`config.mk`:
```
export PLATFORM = sky130hd
export DESIGN_NAME = clarvi_split_sequencer
export DESIGN_NICKNAME = d
export VERILOG_FILES = /design/src/rtl/clarvi_split_sequencer.sv
export SDC_FILE = /design/constraint.sdc
export NUM_CORES = 1
export LEC_CHECK = 0
export CORE_ASPECT_RATIO = 2
export CORE_UTILIZATION = 40
export CTS_CLUSTER_DIAMETER = 80
export DETAILED_ROUTE_END_ITERATION = 7
export PLACE_DENSITY = 0.71
export SYNTH_ARGS = -nofsm -noshare
export SYNTH_HDL_FRONTEND = slang
export SYNTH_SLANG_ARGS = --single-unit
```
`constraint.sdc`:
```
create_clock -name clock -period 4 [get_ports clock]
set_input_delay 0.6 -clock clock [delete_from_list [all_inputs] [get_ports clock]]
set_output_delay 0.6 -clock clock [all_outputs]
set_load 0.05 [all_outputs]
```
`src/rtl/clarvi_split_sequencer.sv`:
```
// Runs 64-bit ops on the 32-bit clarvi_ALU as two halves and merges them into one writeback beat.
// Optional macro CLARVI_SEQ_FASTPATH_EN: present the beat during SECOND for 2-cycle latency.
package clarvi_seq_pkg;

  typedef enum logic [3:0] {
    ADD, SUB, SLT, SLTU, XOR, OR, AND, SL, SRL, SRA
  } alu_op_t;

  typedef struct packed {
    alu_op_t     op;
    logic        is32_bit_op;
    logic        instr_part;
    logic [31:0] immediate;
  } instr_t;

endpackage

module clarvi_split_sequencer
  import clarvi_seq_pkg::*;
(
  input  logic        clock,
  input  logic        reset,
  input  logic        flush,
  input  logic        in_valid,
  output logic        in_ready,
  input  instr_t      in_instr,
  input  logic [4:0]  in_rd,
  input  logic [63:0] in_rs1,
  input  logic [63:0] in_rs2,
  output instr_t      alu_instr,
  output logic [31:0] alu_rs1,
  output logic [31:0] alu_rs2,
  output logic        alu_stall,
  input  logic [31:0] alu_result,
  output logic        wb_valid,
  input  logic        wb_ready,
  output logic [4:0]  wb_rd,
  output logic [63:0] wb_value
);

  typedef enum logic [1:0] {IDLE, FIRST, SECOND, OUT} state_t;

  state_t      state_q, state_d;
  instr_t      instr_q, instr_d;
  logic [4:0]  rd_q, rd_d;
  logic [63:0] rs1_q, rs1_d;
  logic [63:0] rs2_q, rs2_d;
  logic [63:0] wb_value_q, wb_value_d;
  logic        hi_first_q, hi_first_d;

  logic        issuing;
  logic        part;
  logic        accept;
  logic [63:0] merged;

  always_comb begin
    issuing   = (state_q == FIRST) || (state_q == SECOND);
    part      = (state_q == SECOND) ? !hi_first_q : hi_first_q;
    merged    = part ? {alu_result, wb_value_q[31:0]} : {wb_value_q[63:32], alu_result};

    alu_instr            = instr_q;
    alu_instr.instr_part = part;
    alu_rs1   = part ? rs1_q[63:32] : rs1_q[31:0];
    alu_rs2   = part ? rs2_q[63:32] : rs2_q[31:0];
    alu_stall = !issuing;
    wb_rd     = rd_q;

`ifdef CLARVI_SEQ_FASTPATH_EN
    wb_valid = (state_q == OUT) || (state_q == SECOND);
    wb_value = (state_q == SECOND) ? merged : wb_value_q;
    in_ready = ((state_q == IDLE) ||
                (((state_q == OUT) || (state_q == SECOND)) && wb_ready)) && !flush && reset;
`else
    wb_valid = (state_q == OUT);
    wb_value = wb_value_q;
    in_ready = ((state_q == IDLE) || ((state_q == OUT) && wb_ready)) && !flush && reset;
`endif

    accept = in_valid && in_ready;
  end

  always_comb begin
    state_d    = state_q;
    instr_d    = instr_q;
    rd_d       = rd_q;
    rs1_d      = rs1_q;
    rs2_d      = rs2_q;
    hi_first_d = hi_first_q;
    wb_value_d = wb_value_q;

    case (state_q)
      IDLE:   if (accept) state_d = FIRST;
      FIRST:  state_d = SECOND;
`ifdef CLARVI_SEQ_FASTPATH_EN
      SECOND: begin
        if (wb_ready) state_d = accept ? FIRST : IDLE;
        else          state_d = OUT;
      end
`else
      SECOND: state_d = OUT;
`endif
      OUT:    if (wb_ready) state_d = accept ? FIRST : IDLE;
      default: state_d = IDLE;
    endcase

    if (issuing) wb_value_d = merged;

    // Compares and right shifts need the upper word first so the ALU can carry
    // sign/equality or shifted-in bits down into the lower word.
    if (accept) begin
      instr_d    = in_instr;
      rd_d       = in_rd;
      rs1_d      = in_rs1;
      rs2_d      = in_rs2;
      hi_first_d = !in_instr.is32_bit_op &&
                   ((in_instr.op == SLT) || (in_instr.op == SLTU) ||
                    (in_instr.op == SRL) || (in_instr.op == SRA));
    end

    if (flush) state_d = IDLE;
  end

  always_ff @(posedge clock or negedge reset) begin
    if (!reset) begin
      state_q    <= IDLE;
      instr_q    <= '0;
      rd_q       <= '0;
      rs1_q      <= '0;
      rs2_q      <= '0;
      hi_first_q <= 1'b0;
      wb_value_q <= '0;
    end else begin
      state_q    <= state_d;
      instr_q    <= instr_d;
      rd_q       <= rd_d;
      rs1_q      <= rs1_d;
      rs2_q      <= rs2_d;
      hi_first_q <= hi_first_d;
      wb_value_q <= wb_value_d;
    end
  end

endmodule

```
# Yosys cells after proc, flatten, opt, wreduce, memory -nomap -nowiden
# Cells that the tools add are included.
[classes] n_eq_ne=9 muxes=8 bitwise=1 n_reduce_logical=18
[ops] operator="$mux W32" count=2
[ops] operator="$eq A4 B2 Y1 const B" count=2
[ops] operator="$eq A4 B4 Y1 const B" count=2
[ops] operator="$pmux W2 S4" count=1
[ops] operator="$mux W2" count=3
[ops] operator="$reduce_and A2 Y1" count=3
[ops] operator="$logic_and A1 B1 Y1" count=5
[ops] operator="$logic_or A1 B1 Y1" count=5
[ops] operator="$eq A2 B2 Y1 const B" count=2
[ops] operator="$logic_not A1 Y1" count=4
[ops] operator="$ne A3 B2 Y1 const B" count=1
[ops] operator="$ne A3 B3 Y1 const B" count=1
[ops] operator="$eq A2 B1 Y1 const B" count=1
[ops] operator="$logic_not A2 Y1" count=1
[ops] operator="$mux W1" count=2
[ops] operator="$not A1 Y1" count=1
[totals] register_bits=237 in_bits=208

# Longest topological paths before layout
# Gate-level depths: netlist of the first run.
[logic_depth] depth_word=10 depth_mapped=8 depth_no_buf=6

# Worst setup path before layout of the first run
# No wires, ideal clock.
[synth_path] path_kind="reg-to-output" from="register state_q[0]" to="output port in_ready" t_arrival_ns=2.249 t_required_ns=3.400 path_slack_ns=1.151 stages_incl_launch_ff=4 cell_sequence="dfrtp_1 ha_1 a21oi_2 nor3b_1"
[synth_between] elab_chain_cells=5
[synth_rtl] element="start, declared" line_no="43" source="state_t state_q, state_d;"
[synth_rtl] element="start signal, assigned" line_no="133" source="state_q <= state_d;"
[synth_rtl] element="$eq A2 B2 Y1"
[synth_rtl] element="net wb_valid" line_no="35" source="output logic wb_valid,"
[synth_rtl] element="$logic_and A1 B1 Y1" line_no="76" source="in_ready = ((state_q == IDLE) || ((state_q == OUT) && wb_ready)) && !flush && reset;"
[synth_rtl] element="$logic_or A1 B1 Y1" line_no="76"
[synth_rtl] element="$logic_and A1 B1 Y1 (2 in series)" line_no="76"
[synth_rtl] element="end, declared" line_no="25" source="output logic in_ready,"
# The timed path passes the listed nets, and every way through them passes these cells.

# Worst setup path in the final report of the first run
[layout_path] from="register state_q[0]" to="output port alu_rs2[1]"
[layout_between] elab_chain_cells=3
[layout_rtl] element="$eq A2 B2 Y1" line_no="58" source="part = (state_q == SECOND) ? !hi_first_q : hi_first_q;"
[layout_rtl] element="$mux W1" line_no="58"
[layout_rtl] element="$mux W32" line_no="64" source="alu_rs2 = part ? rs2_q[63:32] : rs2_q[31:0];"
[layout_rtl] element="end, declared" line_no="32" source="output logic [31:0] alu_rs2,"
# Every way passes these cells.

==> impl_metrics.toml, run 1 <==
[clocking]
cts.clk_slew.worst_paths_ns = 0.06
cts_made_buffers = 22
cts_sinks = 237
cts_buffer_depth = 3
clock_tree.root_cell = "clkbuf_16"
htreeDepth = 1
post_cts_buffers = 0
clock_latency_ns = 0.51
cts_tree = "built"

[worst_setup_path]
critPathLaunchType = "flip-flop"
critPathCaptureType = "output pin"
cpPeakStageDelay_ns = 0.85
critPathKind = "flip-flop to output pin"
worst_path_max_delay_cell = "clkdlybuf4s50_1"
crit_chain = "inv_1 -> ha_1 -> xnor2_2 -> inv_2 -> buf_6 -> nand2_1 -> nand2_1 -> clkdlybuf4s50_1"
crit_path_frequent_cell = "nand2_1"
cp.arrival_ns = 3.05
cp.required_ns = 3.40
critical_path.max_fanout = 62

[cells_and_area]
nets = 1317
syn2layout_area_growth_pct = 49.5
fillers = 1945
layout-drive-gt1-share_pct = 17.1

[global_routing]
grt_pass1_wl_um = 41000
grt_usage_pct = 21.3
grt_pass1_vias = 7339
antenna_found_initial = 6
grt_max_degree = 95
overflow = 0

[timing]
slew_viol_final = 0
grt_setup_unrepaired = "false"
slew_headroom_pct = 37.1
setup_tns_ns = 0
hold_viol_final = 0
layout_min_cycle_time_ns = 3.65
setup_ws_ns = 0.351
finalClockSkew_ns = 0.00556
tightestPinTransition_ns = 0.944
max_freq_ghz = 0.274
finalSetupViolations = 0
min_period_over_period_pct = 91.2

[pwr]
p_per_area_nw_per_um2 = 1010
p_sw_mw = 6.86
clkPwrFrac_pct = 14.2
leakage_nw = 6.27
intPower_mw = 7.84
p_seq_share_pct = 28.2
ir_worst_vdd_uv = 597
switching_share_pct = 46.7
power_frac_comb_pct = 57.6

[floorplan]
die_w_um = 112
core-area_sq_um = 23800
row_count = 80
die_h_um = 222
initial_utilization_pct = 40.8
pin_count = 382
design.die.area_sq_um = 24900

[synthesis]
avgSynthCellArea_sq_um = 13.3
yosys_warnings = 0
postSynthRegisterBits = 237
synth.distinct_cells = 24
synth_seq_area_share_pct = 61.1
syn_area_sq_um = 9710
synth_cells = 731
syn-num-nets = 942

[run_status]
status = "complete, but fails checks"
violations = "DRC"

[routing]
num_vias = 6895
wl_um = 26400
final_antenna_net_count = 0
drt-pass1-iter-count = 6
drt_iter0_markers = 289
drc_errors = 21
avgRoutedWirePerCell_um = 18.7
vias_per_cell = 4.88

[job]
drv_cap = 0

[worst_hold_path]
hold_path_class = "flip-flop to flip-flop"

[place]
io_buffer_count = 380
preCtsSetupSlack_ns = 0.680
hpwl_um = 18800
gp_congestion = 0.806
-- cells by family after synthesis --
logic type                 synth area share (%)
DFF                                        61.1
muxes                                      27.3
and+or+nand+nor                            8.33
buffers and inverters                      2.33
AOI/OAI and AO/OA                         0.361
adders and majority gates                 0.386
xor gates and xnor gates                  0.180
-- power groups by stage --
stage               combinational, mW  clock, mW  sequential (mW)
floorplan                        3.73          0             5.97
global placement                 8.46          0             4.12
detailed placement               8.52          0             4.19
CTS                              8.55       2.16             4.15
global route                     8.83       2.25             4.30
finish                           8.46       2.09             4.15
-- cell usage after synthesis, drive strengths merged --
master | number | area, sq um
a2111oi | 1 | 8.76
a21boi | 1 | 7.51
a21oi | 2 | 13.8
buf | 38 | 204
clkbuf | 1 | 3.75
dfrtp | 237 | 5930
ha | 3 | 37.5
inv | 5 | 18.8
mux2 | 235 | 2650
mux2i | 1 | 10.0
nand2 | 194 | 728
nand2b | 3 | 18.8
nand3b | 2 | 27.5
nor2 | 1 | 11.3
nor3 | 2 | 10.0
nor3b | 1 | 7.51
o21ai | 1 | 5.00
or2 | 1 | 6.26
xnor2 | 2 | 17.5
-- state kept, by name, indices dropped and copies added, names as in the netlist --
register / count
state_q: 2
wb_rd: 5
hi_first_q: 1
rs1_q: 64
alu_instr: 37
wb_value: 64
rs2_q: 64
-- placed cells by master (no fill, tap or decap), types with 2 or more instances in the layout --
cell type / synthesis / routed
clkdlybuf4s50_1: 0 / 379
dfrtp_1: 237 / 237
nand2_1: 194 / 194
mux2_2: 145 / 145
mux2_1: 90 / 90
clkbuf_16: 0 / 23
clkbuf_1: 1 / 7
diode_2: 0 / 5
clkbuf_8: 0 / 5
buf_4: 11 / 5
inv_1: 5 / 4
nand2b_1: 3 / 3
ha_1: 3 / 3
buf_12: 0 / 3
nor3_1: 2 / 2
-- routing by layer --
metal  part of all wire, %  GRT usage (%)  vias to the layer above
li1                      -              -                     3207
met1                    35           22.9                     3379
met2                    54           38.4                      246
met3                   7.0           5.26                       61
met4                   4.3           10.8                        2
met5                 0.045              0                        -
-- worst max-delay path, delay by kind of cell, from the launching register on --
family	cells	cell delay (ns)
buffers and inverters	4	1.49
flip-flops	1	0.41
adder cells (fa/ha/maj)	1	0.23
AND/OR/NAND/NOR	2	0.19
XOR/XNOR	1	0.17
-- per-stage QoR --
| stage | total power [mW] | hold slack, ns | area, sq um | cells | util [%] |
|---|---|---|---|---|---|
| 6_report | 14.7 | 0.483 | 14500 | 1412 | 61.0 |
| 5_1_grt | 15.4 | 0.501 | 14500 | 1412 | 61.0 |
| 4_1_cts | 14.9 | 0.489 | 14500 | 1407 | 60.9 |
| 3_5_place_dp | 12.7 | 0.475 | 13800 | 1368 | 57.9 |
| 3_3_place_gp | 12.6 | 0.467 | 13800 | 1368 | 57.9 |
| 2_1_floorplan | 9.70 | 0.304 | 9710 | 731 | - |
-- final cells by class --
class | instances | area [sq um] | area share [%]
Clock buffer | 35 | 671 | 4.62
Inverter | 5 | 18.8 | 0.129
Sequential cell | 237 | 5930 | 40.8
Tap cell | 287 | 359 | 2.47
Clock inverter | 3 | 42.5 | 0.293
Antenna cell | 5 | 12.5 | 0.0861
Timing Repair Buffer | 390 | 3930 | 27.0
Multi-Input combinational cell | 450 | 3560 | 24.5
-- final timing paths --
check,end,depth (start not counted),slack [ns],startpoint
setup / recovery,alu_rs2[1],8,0.35,state_q[0]
hold reg to reg,rs1_q[37],1,0.48,rs1_q[37]
min in group asynchronous,alu_instr[8],2,0.59,reset
hold / removal,rs1_q[37],1,0.48,rs1_q[37]
max in group asynchronous,rs1_q[19],4,1.51,reset
setup reg to reg,wb_value[9],7,1.83,state_q[0]
-- what timing repair did --
item	4_1_cts	5_1_grt
hold endpoints to repair	39	0
hold buffers	1	0
endpoints found under the setup margin	0	5
gates resized for setup	0	1
(Power assumes the default switching activity.)
==> run 2, diff against run 1 <==
--- a/config.mk
+++ b/config.mk
@@ -9,6 +9,7 @@
 export CORE_UTILIZATION = 40
 export CTS_CLUSTER_DIAMETER = 80
 export DETAILED_ROUTE_END_ITERATION = 7
+export MAX_ROUTING_LAYER = met4
 export PLACE_DENSITY = 0.71
 export SYNTH_ARGS = -nofsm -noshare
 export SYNTH_HDL_FRONTEND = slang
==> impl_metrics.toml, run 2 (synthesis gave the netlist of run 1 again) <==
[global_routing]
grt_max_degree = 95
grt_usage_pct = 22.0
overflow = 0
grt_pass1_vias = 7368
grt_pass1_wl_um = 40900
antenna_found_initial = 6

[cells_and_area]
layout.cells.non_filler = 1413
layout-drive-gt1-share_pct = 17.1
syn2layout_area_growth_pct = 49.6
fillers = 1945
final_cell_mix = "clkdlybuf4s50_1, dfrtp_1, nand2_1"
utilization_pct = 61.0
nets = 1317
final_common_cell = "clkdlybuf4s50_1"

[worst_hold_path]
hold_depth = 1
min_from = "rs1_q[37]"
min_to = "rs1_q[37]"
hold_path_class = "flip-flop to flip-flop"

[timing]
finalClockSkew_ns = 0.00597
slew_headroom_pct = 36.7
grt_setup_unrepaired = "false"
max_freq_ghz = 0.274
tightestPinTransition_ns = 0.949
hold_viol_final = 0
min_period_over_period_pct = 91.2
setup_ws_ns = 0.351
setup_tns_ns = 0
layout_min_cycle_time_ns = 3.65
slew_viol_final = 0
finalSetupViolations = 0

[worst_setup_path]
crit_chain = "inv_1 -> ha_1 -> xnor2_2 -> inv_2 -> buf_6 -> nand2_1 -> nand2_1 -> clkdlybuf4s50_1"
cp.required_ns = 3.40
critPathCaptureType = "output pin"
rr_startpoint = "state_q[0]"
cp.arrival_ns = 3.05
reg2reg_to = "wb_value[4]"
startpoint = "state_q[0]"
cpPeakStageDelay_ns = 0.82
critPathLaunchType = "flip-flop"
critical_path.max_fanout = 62
reg2regPathDepth = 7
worst_path_max_delay_cell = "clkdlybuf4s50_1"
r2r_slack_ns = 1.83
crit_path_frequent_cell = "nand2_1"
critPathKind = "flip-flop to output pin"

[clocking]
post_cts_buffers = 0
htreeDepth = 1
cts_sinks = 237
clock_latency_ns = 0.51
cts_made_buffers = 22
cts_buffer_depth = 3
clock_tree.root_cell = "clkbuf_16"
cts.clk_slew.worst_paths_ns = 0.06
cts_tree = "built"

[run_status]
violations = "DRC"
status = "complete, but fails checks"

[routing]
num_vias = 6884
drt-pass1-iter-count = 6
drc_errors = 21
wl_um = 26400
final_antenna_net_count = 0
vias_per_cell = 4.87
drt_iter0_markers = 300
avgRoutedWirePerCell_um = 18.7

[floorplan]
pin_count = 382
die_w_um = 112
die_h_um = 222
initial_utilization_pct = 40.8
design.die.area_sq_um = 24900
row_count = 80
core-area_sq_um = 23800

[place]
placed_cells = 1368
io_buffer_count = 380
gp_congestion = 0.818
preCtsSetupSlack_ns = 0.680
hpwl_um = 18800

[pwr]
p_per_area_nw_per_um2 = 1010
ir_worst_vdd_uv = 599
leakage_nw = 6.27

[job]
drv_cap = 0
run 2: area by class of cell:
cell class	count	area (sq um)	share of cell area, %
Sequential cell	237	5930	40.8
Antenna cell	6	15.0	0.103
Clock inverter	3	42.5	0.293
Tap cell	287	359	2.47
Timing Repair Buffer	390	3930	27.0
Inverter	5	18.8	0.129
Clock buffer	35	671	4.62
Multi-Input combinational cell	450	3560	24.5
run 2: how the worst max path moves through the flow:
stage | endpoint | slack (ns) | cells after the start
after floorplan | in_ready | 1.15 | 3
after global placement | alu_rs1[28] | 0.69 | 8
after detailed placement | alu_rs1[28] | 0.68 | 8
after CTS | alu_rs1[28] | 0.12 | 8
after global routing | alu_rs1[28] | 0.12 | 8
final | alu_rs2[15] | 0.35 | 8
run 2: worst max-delay path: cells and delay by family, from the launching register on:
kind                     cells  cell delay (ns)
flip-flops                   1             0.41
adder cells (fa/ha/maj)      1             0.23
AND/OR/NAND/NOR              2             0.22
XOR/XNOR                     1             0.17
buffers and inverters        4             1.46
run 2: power breakdown:
group | total, mW | internal (mW) | switching, mW | leakage [nW]
logic | 8.47 | 3.06 | 5.42 | 3.13
registers | 4.15 | 3.57 | 0.577 | 2.80
clock network | 2.09 | 1.21 | 0.876 | 0.346
total | 14.7 | 7.84 | 6.87 | 6.27
run 2: metal layers:
metal	track usage, %	part of all wire [%]	vias up
met4	10.8	4.3	0
met1	23.9	36	3386
met2	38.3	54	237
met3	4.01	5.9	54
met5	-	0	-
li1	-	-	3207
run 2: repair_timing:
| item | 4_1_cts | 5_1_grt |
|---|---|---|
| endpoints found under the hold margin | 39 | 0 |
| gates resized for setup | 0 | 1 |
| endpoints found under the setup margin | 0 | 5 |
| hold buffers | 1 | 0 |
run 2: through the flow:
| step | hold WS, ns | instance area [sq um] | total power [mW] |
|---|---|---|---|
| 2_1_floorplan | 0.304 | 9710 | 9.70 |
| 3_3_place_gp | 0.467 | 13800 | 12.6 |
| 3_5_place_dp | 0.475 | 13800 | 12.7 |
| 4_1_cts | 0.489 | 14500 | 14.9 |
| 5_1_grt | 0.501 | 14500 | 15.4 |
| 6_report | 0.483 | 14500 | 14.7 |
